### src/rtl/muldiv.sv
// Iterative 16-bit multiply / unsigned divide unit: 16 cycles per operation,
// one radix-2 shift-add or restoring shift-subtract step per cycle.
`ifndef RW
`define RW 16
`endif
`ifndef ALU_FLAG_CNT
`define ALU_FLAG_CNT 5
`endif

module muldiv (
  input  logic                     i_clk,
  input  logic                     i_rst_n,
  input  logic [`RW-1:0]           i_l,
  input  logic [`RW-1:0]           i_r,
  input  logic [1:0]               i_mode,
  input  logic                     i_valid,
  output logic                     o_ready,
  output logic [`RW-1:0]           o_out,
  output logic [`ALU_FLAG_CNT-1:0] o_flags,
  output logic                     o_valid,
  input  logic                     i_res_ready,
  input  logic                     i_flush
);

  localparam int RW       = `RW;
  localparam int FLAG_CNT = `ALU_FLAG_CNT;
  localparam int CNT_W    = $clog2(RW);

  localparam int FLAG_Z = 0;
  localparam int FLAG_N = 1;
  localparam int FLAG_C = 2;
  localparam int FLAG_O = 3;
  localparam int FLAG_P = 4;

  localparam logic [1:0] MODE_MUL  = 2'b00;
  localparam logic [1:0] MODE_MULH = 2'b01;

  typedef enum logic [1:0] {
    IDLE = 2'd0,
    CALC = 2'd1,
    DONE = 2'd2
  } state_t;

  state_t             state;
  state_t             state_nxt;
  logic               accept;
  logic [CNT_W-1:0]   cnt;
  logic [2*RW-1:0]    acc;
  logic [2*RW-1:0]    acc_step;
  logic [RW-1:0]      opnd;
  logic [1:0]         mode;
  logic [RW-1:0]      result;
  logic               carry;

  // One shift-add step: the multiplier sits in acc[RW-1:0] and is consumed LSB
  // first while the partial product grows into the upper half.
  function automatic logic [2*RW-1:0] mul_step(input logic [2*RW-1:0] a,
                                               input logic [RW-1:0]   m);
    logic [RW:0] sum;
    sum = {1'b0, a[2*RW-1:RW]} + (a[0] ? {1'b0, m} : {(RW+1){1'b0}});
    return {sum, a[RW-1:1]};
  endfunction

  // One restoring step: remainder in acc[2RW-1:RW], dividend shifts out of the
  // low half while quotient bits shift in. A zero divisor always "fits",
  // which naturally yields quotient all-ones and remainder = dividend.
  function automatic logic [2*RW-1:0] div_step(input logic [2*RW-1:0] a,
                                               input logic [RW-1:0]   d);
    logic [RW:0]   t;
    logic [RW-1:0] diff;
    t    = a[2*RW-1:RW-1];
    diff = t[RW-1:0] - d;
    if (t >= {1'b0, d})
      return {diff, a[RW-2:0], 1'b1};
    else
      return {t[RW-1:0], a[RW-2:0], 1'b0};
  endfunction

  function automatic logic [FLAG_CNT-1:0] make_flags(input logic [RW-1:0] res,
                                                     input logic          c);
    logic [FLAG_CNT-1:0] f;
    f         = '0;
    f[FLAG_Z] = (res == '0);
    f[FLAG_N] = res[RW-1];
    f[FLAG_C] = c;
    f[FLAG_O] = 1'b0;
    f[FLAG_P] = ^res;
    return f;
  endfunction

  always_ff @(posedge i_clk or negedge i_rst_n) begin
    if (!i_rst_n) state <= IDLE;
    else          state <= state_nxt;
  end

  // Flush outranks both acceptance and retirement.
  always_comb begin
    state_nxt = state;
    accept    = 1'b0;
    case (state)
      IDLE: begin
        if (i_valid && !i_flush) begin
          accept    = 1'b1;
          state_nxt = CALC;
        end
      end
      CALC: begin
        if (i_flush)                        state_nxt = IDLE;
        else if (cnt == CNT_W'(RW - 1))     state_nxt = DONE;
      end
      DONE: begin
        if (i_flush || i_res_ready)         state_nxt = IDLE;
      end
      default: state_nxt = IDLE;
    endcase
  end

  assign acc_step = mode[1] ? div_step(acc, opnd) : mul_step(acc, opnd);

  always_ff @(posedge i_clk or negedge i_rst_n) begin
    if (!i_rst_n) begin
      cnt  <= '0;
      acc  <= '0;
      opnd <= '0;
      mode <= MODE_MUL;
    end else if (accept) begin
      cnt  <= '0;
      mode <= i_mode;
      opnd <= i_mode[1] ? i_r : i_l;
      acc  <= {{RW{1'b0}}, (i_mode[1] ? i_l : i_r)};
    end else if (state == CALC) begin
      cnt <= cnt + 1'b1;
      acc <= acc_step;
    end
  end

  // Low half holds product-low / quotient, high half product-high / remainder.
  always_comb begin
    result = mode[0] ? acc[2*RW-1:RW] : acc[RW-1:0];
    carry  = 1'b0;
    if (mode[1])                carry = (opnd == '0);
    else if (mode == MODE_MUL)  carry = (acc[2*RW-1:RW] != '0);
    else if (mode == MODE_MULH) carry = 1'b0;
  end

  assign o_ready = (state == IDLE);
  assign o_valid = (state == DONE);
  assign o_out   = o_valid ? result : '0;
  assign o_flags = o_valid ? make_flags(result, carry) : '0;

endmodule

### config.mk
export PLATFORM = sky130hd
export DESIGN_NAME = muldiv
export DESIGN_NICKNAME = d
export VERILOG_FILES = /design/src/rtl/muldiv.sv
export SDC_FILE = /design/constraint.sdc
export NUM_CORES = 1
export LEC_CHECK = 0
export ABC_CLOCK_PERIOD_IN_PS = 2500
export BUFFER_PORTS_ARGS = -buffer_cell sky130_fd_sc_hd__buf_2
export CAP_MARGIN = 10
export CORE_MARGIN = 5
export CORE_UTILIZATION = 54
export DETAILED_ROUTE_END_ITERATION = 8
export PLACE_DENSITY = 0.78
export SETUP_SLACK_MARGIN = 0.4
export SYNTH_ARGS = -nofsm -noshare
export SYNTH_HDL_FRONTEND = slang
export SYNTH_SLANG_ARGS = --single-unit
export TNS_END_PERCENT = 20
### constraint.sdc
create_clock -name i_clk -period 2.5 [get_ports i_clk]
set_input_delay 0 -clock i_clk [delete_from_list [all_inputs] [get_ports i_clk]]
set_output_delay 0 -clock i_clk [all_outputs]
set_load 0.02 [all_outputs]
Word-level counts from Yosys, hierarchy flattened --
Cells that the tools add are included.
Word-level totals: output and inout port bits 23, bits in registers 56, logic and storage cells 47
Cells by class: reductions and logical operators 11, $lt $le $gt $ge 1, eq/ne operators 6, add/sub/neg operators 3, multiplexer cells 21
Operators by type and width (count):
- two-way mux 32 bit | 4
- two-way mux 16 bit | 5
- logical NOT 16 bit | 2
- adder 16 x 16 -> 17 bit | 1
- greater-or-equal comparator 17 x 16 -> 1 bit | 1
- nonzero test 16 bit | 1
- parity 16 bit | 1
- subtractor 16 bit | 1
- two-way mux 2 bit | 4
- two-way mux 4 bit | 2
- case mux 2 bit (3 select lines) | 1
- two-way mux 5 bit | 1
- adder 4 x 1 -> 4 bit, second input constant | 1
- == test 4 bit, second input constant | 1
- logical NOT 2 bit | 2
- two-way mux 1 bit | 4
- inequality test 2 x 1 -> 1 bit, second input constant | 2
- inequality test 3 bit, second input constant | 1
- AND reduction 3 bit | 1
- == test 2 x 1 -> 1 bit, second input constant | 1
- == test 2 bit, second input constant | 1
- nonzero test 2 bit | 1
- logical AND 1 bit | 1
- logical NOT 1 bit | 1
- logical OR 1 bit | 1

Depth between registers and ports, before layout --
depth after elaboration 5, gate-level depth with buffers 11, mapped depth without buffers 11

Least setup slack after synthesis --
No wires, ideal clock.
path kind register to register, start reg acc[15], end reg acc[28], cell stages (with the launch flop) 12, arrival 2447 ps, period minus slack after synthesis 2511 ps, path slack -11 ps, cells stage by stage dfrtp_1 > inv_1 > ha_1 > inv_1 > fa_1 > a21o_1 > a311oi_2 > o21ai_1 > a311oi_1 > nor3b_1 > o32ai_1 > a21o_1
Between the ends: cells in the longest elaborated chain, start to end 5
RTL lines:
- from (decl) | RTL line 48 | logic [2*RW-1:0] acc;
- from (signal assigned) | RTL line 130 | acc <= {{RW{1'b0}}, (i_mode[1] ? i_l : i_r)};
- from (signal assigned) | RTL line 133 | acc <= acc_step;
- subtractor 16 bit or greater-or-equal comparator 17 x 16 -> 1 bit (tied branches) | RTL line 72, 73
- two-way mux 32 bit (*) | RTL line 73 | if (t >= {1'b0, d})
- two-way mux 32 bit (*) | RTL line 118 | assign acc_step = mode[1] ? div_step(acc, opnd) : mul_step(acc, opnd);
- two-way mux 32 bit (*) | RTL line 131 | end else if (state == CALC) begin
- two-way mux 32 bit (*) | RTL line 126 | end else if (accept) begin
Every way passes the cells marked *; elsewhere a longest branch is shown, timed or not. The select of a mux whose other input is x is not followed. A chain may end at the register's enable or synchronous reset.

Final worst setup path --
start reg acc[0], end reg acc[31]
Between the ends: cells in the longest elaborated chain, start to end 5
RTL lines:
- two-way mux 16 bit | RTL line 60 | sum = {1'b0, a[2*RW-1:RW]} + (a[0] ? {1'b0, m} : {(RW+1){1'b0}});
- adder 16 x 16 -> 17 bit | RTL line 60
- two-way mux 32 bit | RTL line 118
- two-way mux 32 bit | RTL line 131
- two-way mux 32 bit | RTL line 126
Every way passes these cells. The select of a mux whose other input is x is not followed.

==> results.json <==
{
  "status": "complete, but fails checks",
  "violations": "setup timing",
  "p_comb_frac": 0.744,
  "p_total_mw": 7.92,
  "cts_tree": "done",
  "postSynthAreaPerCell_sq_um": 8.51,
  "async_flop_share": 1.00,
  "p_per_area_nw_per_um2": 1190,
  "grtUsageTotal": 0.270,
  "ant_nets": 0,
  "grt_max_degree": 55,
  "n_antenna_cell": 0,
  "cts_buffer_depth": 2,
  "fp.dieH_microns": 108,
  "cts_buffers": 5,
  "cts_num_sinks": 56,
  "finalMaxSlewViolations": 0,
  "p_int_mw": 4.18,
  "clock_power_share": 0.068,
  "required_ns": 2.71,
  "core_area_sq_um": 9330,
  "setup_slack_ns": -0.0861,
  "rows": 35,
  "syn_area_sq_um": 5210,
  "final_cell_mix": "buf_4, buf_2, nor2_1",
  "area_growth_pct": 28.1,
  "relSlewSlack": 0.435,
  "synth_seq_area_share": 0.269,
  "crit_path_end_kind": "flop",
  "die-area_sq_um": 11700,
  "hold_viol_final": 0,
  "vias": 5356,
  "syn_inst": 612,
  "dp_hpwl_mm": 12.1,
  "fmax_mhz": 387,
  "grt_pass1_wl_mm": 25.6,
  "antenna_found_initial": 0,
  "pwr-share-seq": 0.188,
  "r2r_start": "acc[0]",
  "swShare": 0.472,
  "wl_met1_mm": 7.03,
  "path_class": "flop to flop",
  "dieWidth_microns": 108,
  "start_util": 0.558,
  "n_fill_cell": 686,
  "top_layer": "met4",
  "vdd_ir_drop_max_mv": 0.712,
  "drive_gt1_frac": 0.312,
  "clock_skew_ns": 0.0139,
  "r2r_cells": 11,
  "hold_start": "i_l[4]",
  "p_sw_mw": 3.74,
  "whs_path_depth": 3,
  "clkTransAtPathRegs_ns": 0.12,
  "synth_nets": 694,
  "first_global_vias": 5177,
  "cp.arrival_ns": 2.80,
  "h-tree-depth": 2,
  "min_to": "opnd[4]",
  "yosys_warnings": 0,
  "min_path_type": "primary input to flop",
  "floorplan.io_pins": 62,
  "clock-root-buffer": "clkbuf_8",
  "cp_max_fo": 6,
  "setup_viol": 6,
  "layout_commonest_cell": "buf_4",
  "r2r_slack_ns": -0.09,
  "fin_crit_ns": 2.59,
  "fin_crit_sh": 1.03,
  "routed_wl_mm": 16.2,
  "drcViolationCount": 0,
  "synthDistinctLibCells": 73,
  "place.gp.congestion": 0.904,
  "drv_cap": 0,
  "rsz0062_at_grt": "true",
  "clock_latency_ns": 0.32,
  "final_nets": 816,
  "synth_top_cell_by_area": "dfrtp_1",
  "met2_length_mm": 7.64,
  "final_util": 0.715,
  "synth.area.top_cells": "dfrtp_1, mux2i_1, ha_1",
  "worst_pin_slew_ns": 0.848,
  "wl_per_cell_microns": 18.7,
  "leakage_nw": 3.15,
  "io_buffer_count": 60,
  "worstReg2RegEnd": "acc[31]",
  "synth_top_area_frac": 0.269,
  "synth-edff-count": 0,
  "drt_first_pass_iters": 5,
  "multiInputGateArea_sq_um": 3900,
  "vias_per_cell": 6.20,
  "synth_flop_cell": "dfrtp_1",
  "dr_wl_met3_mm": 1.19,
  "startpoint_type": "flop",
  "drtIter0Drc": 394,
  "grt.overflow.total": 0,
  "seqCellArea_sq_um": 1400,
  "synth.ff_latch_count": 56
}
## metal layers
| layer | vias up | global-route usage |
|---|---|---|
| li1 | 2508 | - |
| met1 | 2544 | 0.377 |
| met2 | 269 | 0.450 |
| met3 | 35 | 0.0310 |
| met4 | 0 | 0.0640 |
| met5 | - | 0 |
## worst max-delay path, cell delays in order, from the launching register on
cell and delay [ns]:
dfrtp_1 0.46, and2_4 0.17, ha_4 0.16, inv_2 0.05, fa_2 0.21, nor2b_2 0.05, o2111ai_2 0.22, nand4b_1 0.21
a31oi_2 0.26, a21oi_2 0.09, a2111o_1 0.37, a32o_1 0.22
## power groups by stage
| stage | sequential, mW | clock, mW | combinational, mW |
|---|---|---|---|
| floorplan | 1.44 | 0 | 3.35 |
| global placement | 1.45 | 0 | 5.02 |
| detailed placement | 1.46 | 0 | 5.13 |
| CTS | 1.45 | 0.545 | 5.44 |
| global route | 1.52 | 0.579 | 6.40 |
| finish | 1.49 | 0.542 | 5.89 |
## registers in the layout, summed over array words and instances, names as in the netlist
signal / flops
state: 2
cnt: 4
opnd: 16
acc: 32
mode: 2
## through the flow
stage	setup WS (ns)	hold WS [ns]	cells	TNS (ns)	area, sq um
floorplan	0.0785	-0.296	612	0	5220
global placement	-0.0664	-0.159	846	-0.114	6140
detailed placement	-0.126	-0.152	846	-0.365	6140
CTS	-0.113	0.00312	861	-0.276	6430
global route	-0.194	0.0271	864	-1.37	6670
finish	-0.0861	0.00736	864	-0.295	6670
## cell type report
class,count,share of cell area
Multi-Input combinational cell,494,0.585
Sequential cell,56,0.210
Timing Repair Buffer,151,0.152
Tap cell,129,0.0242
Inverter,26,0.0146
Clock buffer,6,0.0109
Clock inverter,2,0.00263
## cell families (layout without fill, tap and decap cells)
kind of cell,Yosys count,after routing,share of synthesized area
AND/OR/NAND/NOR,199,199,0.187
AO/OA/AOI/OAI,160,160,0.220
multiplexers,64,64,0.123
buffers and inverters,62,185,0.0481
flip-flops,56,56,0.269
adder cells (fa/ha/maj),43,43,0.106
XOR/XNOR,27,27,0.0454
other,1,1,0.000720
## repair_timing
action,4_1_cts,5_1_grt
hold buffers,4,0
setup endpoints to repair,19,20
pin swaps,25,23
gates resized for setup,28,43
endpoints found under the hold margin,59,0
buffers inserted,3,3
## Yosys cell counts, types with 10 or more instances
library cell / n
and2_1: 16
xnor2_1: 17
nand3_1: 24
clkbuf_1: 26
xor2_1: 10
nor2_1: 57
dfrtp_1: 56
mux2i_1: 64
a21oi_1: 17
nand2_1: 47
ha_1: 41
a221oi_1: 12
o21ai_0: 42
inv_1: 26
a21o_1: 13
## worst max path at each step
stage | startpoint | endpoint | slack (ns)
after floorplan | acc[0] | acc[31] | 0.08
after global placement | acc[16] | acc[31] | -0.07
after detailed placement | acc[0] | acc[31] | -0.13
after CTS | acc[15] | acc[26] | -0.11
after global routing | acc[0] | acc[31] | -0.19
final | acc[0] | acc[31] | -0.09
Note: power is estimated with default switching activity, not from simulation.
